[config.mk]
export PLATFORM = sky130hd
export DESIGN_NAME = burst_bus_arb
export DESIGN_NICKNAME = d
export VERILOG_FILES = /design/src/rtl/burst_arb_pkg.sv /design/src/rtl/lru_pick.sv /design/src/rtl/burst_bus_arb.sv
export SDC_FILE = /design/constraint.sdc
export NUM_CORES = 1
export LEC_CHECK = 0
export ABC_AREA = 1
export CAP_MARGIN = 20
export CORE_MARGIN = 4
export CORE_UTILIZATION = 35
export CTS_BUF_LIST = sky130_fd_sc_hd__clkbuf_4 sky130_fd_sc_hd__clkbuf_8
export CTS_CLUSTER_SIZE = 10
export DETAILED_ROUTE_END_ITERATION = 16
export GPL_TIMING_DRIVEN = 0
export PLACE_DENSITY_LB_ADDON = 0.05
export SETUP_SLACK_MARGIN = 0.5
export SYNTH_ARGS = -nofsm -noshare
export SYNTH_HDL_FRONTEND = slang
export SYNTH_HIERARCHICAL = 1
export SYNTH_SLANG_ARGS = --single-unit
[constraint.sdc]
create_clock -name clk -period 2.4 [get_ports clk]
set_clock_uncertainty 0.15 [all_clocks]
set_input_delay 0.36 -clock clk [delete_from_list [all_inputs] [get_ports clk]]
set_output_delay 0.36 -clock clk [all_outputs]
set_load 0.02 [all_outputs]
[src/rtl/burst_arb_pkg.sv]
// Shared types and helpers for the burst bus arbiter.
//   state_e    : arbiter FSM states
//   DefaultTmo : default watchdog limit in idle grant cycles
//   MaxReq     : largest supported requester count
//   onehot2idx : one-hot grant vector to binary index
package burst_arb_pkg;

  typedef enum logic {StIdle, StGrant} state_e;

  localparam int unsigned DefaultTmo = 64;
  localparam int unsigned MaxReq     = 16;

  // OR-reduction of set bit positions; exact for a one-hot or all-zero input.
  function automatic logic [3:0] onehot2idx(input logic [MaxReq-1:0] oh);
    logic [3:0] idx;
    idx = '0;
    for (int i = 0; i < MaxReq; i++) begin
      if (oh[i]) idx = idx | 4'(i);
    end
    return idx;
  endfunction

endpackage

[src/rtl/lru_pick.sv]
// Least-recently-granted matrix arbiter.
//   clk, rst : clock, asynchronous active-high reset
//   req      : per-requester request vector
//   upd      : strobe, move upd_idx to lowest priority
//   upd_idx  : requester being released
//   gnt      : one-hot winner among req (combinational)
// mtx_q[i][j] set means requester i beats requester j. The diagonal is kept at zero
// so it never masks a requester against itself.
module lru_pick #(
  parameter int unsigned N  = 4,
  parameter int unsigned IW = $clog2(N)
) (
  input  logic          clk,
  input  logic          rst,
  input  logic [N-1:0]  req,
  input  logic          upd,
  input  logic [IW-1:0] upd_idx,
  output logic [N-1:0]  gnt
);

  logic [N-1:0][N-1:0] mtx_q;
  logic [N-1:0]        beaten;

  // A requester loses if any other active requester beats it.
  always_comb begin
    beaten = '0;
    for (int i = 0; i < N; i++) begin
      for (int j = 0; j < N; j++) begin
        beaten[i] = beaten[i] | (req[j] & mtx_q[j][i]);
      end
    end
  end

  assign gnt = req & ~beaten;

  always_ff @(posedge clk or posedge rst) begin
    if (rst) begin
      for (int i = 0; i < N; i++) begin
        for (int j = 0; j < N; j++) begin
          mtx_q[i][j] <= (i < j);
        end
      end
    end else if (upd) begin
      // Row cleared, column set: released requester loses to everyone.
      for (int i = 0; i < N; i++) begin
        for (int j = 0; j < N; j++) begin
          if (IW'(i) == upd_idx) begin
            mtx_q[i][j] <= 1'b0;
          end else if (IW'(j) == upd_idx) begin
            mtx_q[i][j] <= 1'b1;
          end
        end
      end
    end
  end

endmodule

[src/rtl/burst_bus_arb.sv]
// Burst-granular arbiter sharing one valid/ready stream among N requesters.
//   clk, rst   : clock, asynchronous active-high reset
//   req_valid  : per-requester beat valid
//   req_last   : per-requester last-beat flag
//   req_data   : packed beat data, requester i at [i*DW +: DW]
//   req_ready  : per-requester ready (only the owner sees out_ready)
//   out_valid  : downstream valid, out_last / out_data / out_id follow the owner
//   out_ready  : downstream ready
//   timeout    : one-cycle pulse when the watchdog releases a stalled owner
// Grant is held for a whole burst; priority moves only on release.
module burst_bus_arb
  import burst_arb_pkg::*;
#(
  parameter int unsigned N   = 4,
  parameter int unsigned DW  = 32,
  parameter int unsigned TMO = DefaultTmo,
  parameter int unsigned IDW = $clog2(N)
) (
  input  logic            clk,
  input  logic            rst,
  input  logic [N-1:0]    req_valid,
  input  logic [N-1:0]    req_last,
  input  logic [N*DW-1:0] req_data,
  output logic [N-1:0]    req_ready,
  output logic            out_valid,
  output logic            out_last,
  output logic [DW-1:0]   out_data,
  output logic [IDW-1:0]  out_id,
  input  logic            out_ready,
  output logic            timeout
);

  localparam int unsigned CW = $clog2(TMO);

  state_e          state_q;
  logic [IDW-1:0]  owner_q;
  logic [CW-1:0]   cnt_q;
  logic            timeout_q;

  logic [N-1:0]    gnt;
  logic [IDW-1:0]  win_idx;
  logic            in_grant;
  logic            sel_valid;
  logic            sel_last;
  logic [DW-1:0]   sel_data;
  logic            xfer;
  logic            wd_fire;
  logic            upd;

  lru_pick #(
    .N  (N),
    .IW (IDW)
  ) u_lru_pick (
    .clk     (clk),
    .rst     (rst),
    .req     (req_valid),
    .upd     (upd),
    .upd_idx (owner_q),
    .gnt     (gnt)
  );

  assign win_idx  = IDW'(onehot2idx(MaxReq'(gnt)));
  assign in_grant = (state_q == StGrant);

  always_comb begin
    sel_valid = 1'b0;
    sel_last  = 1'b0;
    sel_data  = '0;
    req_ready = '0;
    for (int i = 0; i < N; i++) begin
      if (owner_q == IDW'(i)) begin
        sel_valid    = req_valid[i];
        sel_last     = req_last[i];
        sel_data     = req_data[i*DW +: DW];
        req_ready[i] = in_grant & out_ready;
      end
    end
  end

  // Outputs are forced low outside GRANT so reset and the IDLE bubble show zeros.
  assign out_valid = in_grant & sel_valid;
  assign out_last  = in_grant & sel_last;
  assign out_data  = in_grant ? sel_data : '0;
  assign out_id    = owner_q;
  assign timeout   = timeout_q;

  assign xfer = out_valid & out_ready;
  // Counter would reach TMO-1 on this edge without a transfer.
  assign wd_fire = in_grant & ~xfer & (cnt_q == CW'(TMO - 2));
  assign upd     = (xfer & out_last) | wd_fire;

  always_ff @(posedge clk or posedge rst) begin
    if (rst) begin
      state_q   <= StIdle;
      owner_q   <= '0;
      cnt_q     <= '0;
      timeout_q <= 1'b0;
    end else begin
      timeout_q <= 1'b0;
      case (state_q)
        StIdle: begin
          cnt_q <= '0;
          if (|req_valid) begin
            owner_q <= win_idx;
            state_q <= StGrant;
          end
        end
        StGrant: begin
          if (xfer) begin
            cnt_q <= '0;
            if (out_last) state_q <= StIdle;
          end else if (wd_fire) begin
            cnt_q     <= '0;
            timeout_q <= 1'b1;
            state_q   <= StIdle;
          end else begin
            cnt_q <= cnt_q + 1'b1;
          end
        end
        default: state_q <= StIdle;
      endcase
    end
  end

endmodule

# --- Yosys cells after proc, flatten, opt, wreduce, memory -nomap -nowiden ---
# Cells that the tools add are included.
totals:
  reg_bits: 22
  latch_bits: 0
  ram_bits: 0
  romBits: 0
  inputBits: 139
  out_inout_bits: 41
  n_memories: 0
classes:
  n_addsub: 1
  multipliers: 0
  n_div: 0
  n_lt_le_gt_ge: 0
  n_eq_ne: 7
  shift: 0
  mux: 47
  n_bitwise: 32
  reduce_logical: 15
ops:
  columns: ["cell", "count"]
  rows:
  - ["2-to-1 mux 32 bit", 5]
  - ["2-to-1 mux 1 bit", 36]
  - ["bitwise AND 1 bit", 19]
  - ["AND reduction 2 bit", 7]
  - ["2-to-1 mux 6 bit", 2]
  - ["case mux 6 bit (2 select lines)", 1]
  - ["nonzero test 2 bit", 6]
  - ["bitwise OR 1 bit", 9]
  - ["adder 6 x 1 -> 6 bit, second input constant", 1]
  - ["equality test 6 bit, second input constant", 1]
  - ["bitwise AND 4 bit", 1]
  - ["equality test 2 bit, first input constant", 2]
  - ["equality test 2 bit, second input constant", 2]
  - ["2-to-1 mux 2 bit", 2]
  - ["NOT 4 bit", 1]
  - ["OR reduction 4 bit", 1]
  - ["equality test 1 x 2 -> 1 bit, first input constant", 1]
  - ["equality test 2 x 1 -> 1 bit, second input constant", 1]
  - ["zero test 2 bit", 1]
  - ["NOT 1 bit", 2]
  - ["case mux 1 bit (2 select lines)", 1]

# --- Longest topological paths before layout ---
depth:
  depth_word: 13
  depth_mapped: 13
  depth_no_buf: 10

# --- Hierarchy ---
# The synthesis kept the hierarchy.
modules_own_cells:
  columns: ["module", "n_inst", "cells_per_inst", "area_per_inst_um2", "seq_area_each_um2"]
  rows:
  - ["burst_bus_arb", 1, 279, 1606.5, 250.2]
  - ["lru_pick", 1, 90, 679.4, 307.8]

# --- Worst setup path after synthesis ---
# OpenSTA, ideal clock, no wires.
synth_timing:
  path_type: "register to output"
  start: "reg owner_q[0] (netlist: out_id[0])"
  end: "out out_data[24]"
  t_arrival_ps: 1555
  path_slack_ps: 335
  path_stages_with_launch: 8
  n_path_buf: 2
  path_cell_list: "dfrtp_1 -> buf_6 -> nand2_2 -> inv_2 -> buf_2 -> nor2_1 -> o221ai_1 -> a21oi_1"
synth_between:
  elab_chain_cells: 6
synth_lines:
  columns: ["item", "line", "source"]
  rows:
  - ["start: declaration", "burst_bus_arb.sv:36", "logic [IDW-1:0] owner_q;"]
  - ["start signal: assignment", "burst_bus_arb.sv:104", "owner_q <= win_idx;"]
  - ["zero test 2 bit", "burst_bus_arb.sv:71", "if (owner_q == IDW'(i)) begin"]
  - ["2-to-1 mux 32 bit (3 in series)", "burst_bus_arb.sv:71", null]
  - ["2-to-1 mux 32 bit *", "burst_bus_arb.sv:71", null]
  - ["2-to-1 mux 32 bit *", "burst_bus_arb.sv:83", "assign out_data = in_grant ? sel_data : '0;"]
  - ["end: declaration", "burst_bus_arb.sv:27", "output logic [DW-1:0] out_data,"]
# Every way passes the cells marked *; elsewhere a longest branch is shown, timed or not.

# --- Worst setup path in the final report ---
layout_timing:
  start: "reg owner_q[0] (netlist: out_id[0])"
  end: "out out_data[13]"
# The elaborated chain is that of the path after synthesis.

==> out/qor.csv <==
metric;value;unit
multi_input_comb_area;1660;sq um
slew_headroom;75.2;%
antenna_violating_nets_post_route;0;
postPlaceCellArea;4090;sq um
pwr-share-seq;10.0;%
synthesis.yosys.warnings;6;
grt-ovfl-total;0;
critPathMaxFanout;7;
area_growth;112;%
first_global_vias;3198;
layout.cell_area.non_filler;4550;sq um
rr_worst_depth;14;
combinationalPowerShare;86.1;%
cell_internal_pwr;0.00272;W
max-vdd-ir-drop;0.000694;V
cts_hold_buffers;0;
place_hpwl;8590;um
static-leakage-power;2.10;nW
p_sw;0.00286;W
worstReg2RegEnd;u_lru_pick/mtx_q[13]$_DFFE_PP0P_;
antenna_violations_before_repair;0;
timing_hold_violations_final;0;
hold_path.class;in2async;
netlist_instances;350;
fp.dieH;86.3;um
status;complete, no violations;
final_max_slew_viol_count;0;
data_arrival_at_the_endpoint_of_the_critical_path;1.71;ns
clk-insertion-delay-late;0.25;ns
globalRouteTotalUtil;28.2;%
final_net_count;693;
initial_core_util;36.3;%
final-instance-count-excl-fill;621;
drive_above_1_share;28.4;%
num-fill-cells;441;
port-buffer-count;179;
diodes;0;
syn_avg_cell_area;6.13;sq um
critPathLaunchType;flip-flop;
drt_iter0_drc;145;
endpoint_class_of_the_critical_path;primary output;
coreArea;5920;sq um
final.period_utilization;92.6;%
clkPwrFrac;3.9;%
setup_total_negative_slack;0;ns
tritoncts_clock_tree;built;
seqCellArea;485;sq um
power-per-cell-area;1220;nW/um^2
globalplace.congestion;0.870;
timing.setup.critical_path_class;reg2out;
worst-r2r-setup-slack;0.34;ns
via_count;3308;
pin_count;180;
synthesis.area;2150;sq um
timing.fmax;0.450;GHz
cts_buffers;3;
rsz0062_at_grt;yes;
fin_crit;2.22;ns
postLayoutCoreUtil;76.9;%
report.final.setup_viol;0;
clkSlewWorstSetupHoldPaths;0.07;ns
detailedRoute.firstPassIterationCount;5;
swShare;51.3;%
post_drt_wl_per_cell;18.5;um
remaining_drcs;0;
number_of_nets_produced_by_synthesis;496;
tightest_slew;0.372;ns
clock_tree.root_cell;clkbuf_8;
std_cell_rows;28;
cts.path.max_buffers;2;
post-place-cells;604;
drv_cap;0;
clock_sink_count;19;
r2r_start;out_id[0]$_DFFE_PP0P_;
grt_first_pass_wirelength;16800;um
timing.critical_path.required;1.89;ns
cts-htree-levels;1;
pin_count_of_the_biggest_net_entering_global_routing;12;
die-area;7450;sq um
drt-total-wl;11500;um
die_span_in_x;86.3;um
vias_per_cell;5.33;
layout make-up:
class,count,share of cell area [%]
Buffer,23,4.97
Sequential cell,19,10.7
Tap cell,75,2.06
Multi-Input combinational cell,267,36.5
Timing Repair Buffer,192,41.2
Clock inverter,1,0.110
Clock buffer,3,0.907
Inverter,41,3.54
layout by cell type (no fill, tap or decap), types with 4 or more instances in the layout:
master and n:
inv_1 36, nand2_4 7, nor2_2 6, nand3_1 36
o21ai_0 17, clkdlybuf4s50_1 136, dfrtp_1 11, o21ai_1 8
nand2_1 59, a21oi_2 10, buf_8 6, ha_1 7
clkbuf_2 4, o211ai_1 18, a21oi_1 4, nand3_2 15
nor2_1 40, o21ai_2 6, buf_2 5, buf_6 30
o221ai_2 10, nand2_2 8, dlygate4sd2_1 4, dfstp_2 6
buf_4 27
worst max-delay path by stage:
stage	endpoint	from	slack [ns]	cells past startpoint
final	out_data[13]	out_id[0]$_DFFE_PP0P_	0.18	9
after global routing	out_data[13]	out_id[0]$_DFFE_PP0P_	0.08	9
after CTS	out_data[31]	out_id[0]$_DFFE_PP0P_	0.18	8
after detailed placement	out_valid	req_valid[1]	-0.20	8
after global placement	out_data[14]	out_id[1]$_DFFE_PP0P_	-0.18	8
after floorplan	out_data[20]	out_id[0]$_DFFE_PP0P_	0.50	6
layer usage:
| metal | share of wire, % | vias to the layer above | track usage (%) |
|---|---|---|---|
| met1 | 39 | 1557 | 36.2 |
| met4 | 3.1 | 0 | 7.93 |
| met3 | 8.3 | 28 | 4.37 |
| li1 | - | 1573 | - |
| met5 | 0 | - | 0 |
| met2 | 50 | 150 | 49.0 |
power groups by stage:
stage	clock [W]	sequential [W]	combinational (W)
final	0.000219	0.000557	0.00480
after global routing	0.000238	0.000571	0.00517
after floorplan	0	0.000567	0.00236
after detailed placement	0	0.000575	0.00401
after global placement	0	0.000576	0.00394
after CTS	0.000223	0.000549	0.00436
critical path: stages (launching register included):
cell	delay [ns]
dfrtp_2	0.43
buf_8	0.16
nor2_4	0.15
buf_6	0.16
buf_8	0.14
nand2_4	0.05
nand3_2	0.07
o211ai_1	0.09
inv_1	0.09
buf_6	0.12
per-stage QoR:
| stage | power (W) | setup WS [ns] | hold slack (ns) |
|---|---|---|---|
| finish | 0.00557 | 0.177 | 0.235 |
| CTS | 0.00513 | 0.183 | 0.241 |
| detailed placement | 0.00458 | -0.196 | 0.306 |
| floorplan | 0.00293 | 0.501 | 0.0336 |
| global placement | 0.00452 | -0.176 | 0.303 |
| global route | 0.00598 | 0.0764 | 0.245 |
state kept, by name, summed over array words and instances (netlist names):
signal,flops
timeout,1
u_lru_pick/mtx_q,9
in_grant,1
out_id,2
cnt_q,6
repair_timing:
item                                    CTS  global route
gates resized for setup                 265            57
endpoints found under the setup margin   48            48
gates cloned                              2             0
setup buffers                             4             7
pin swaps                                 8             6
hold endpoints to repair                  0             0
Power figures use the tool's default switching activity.
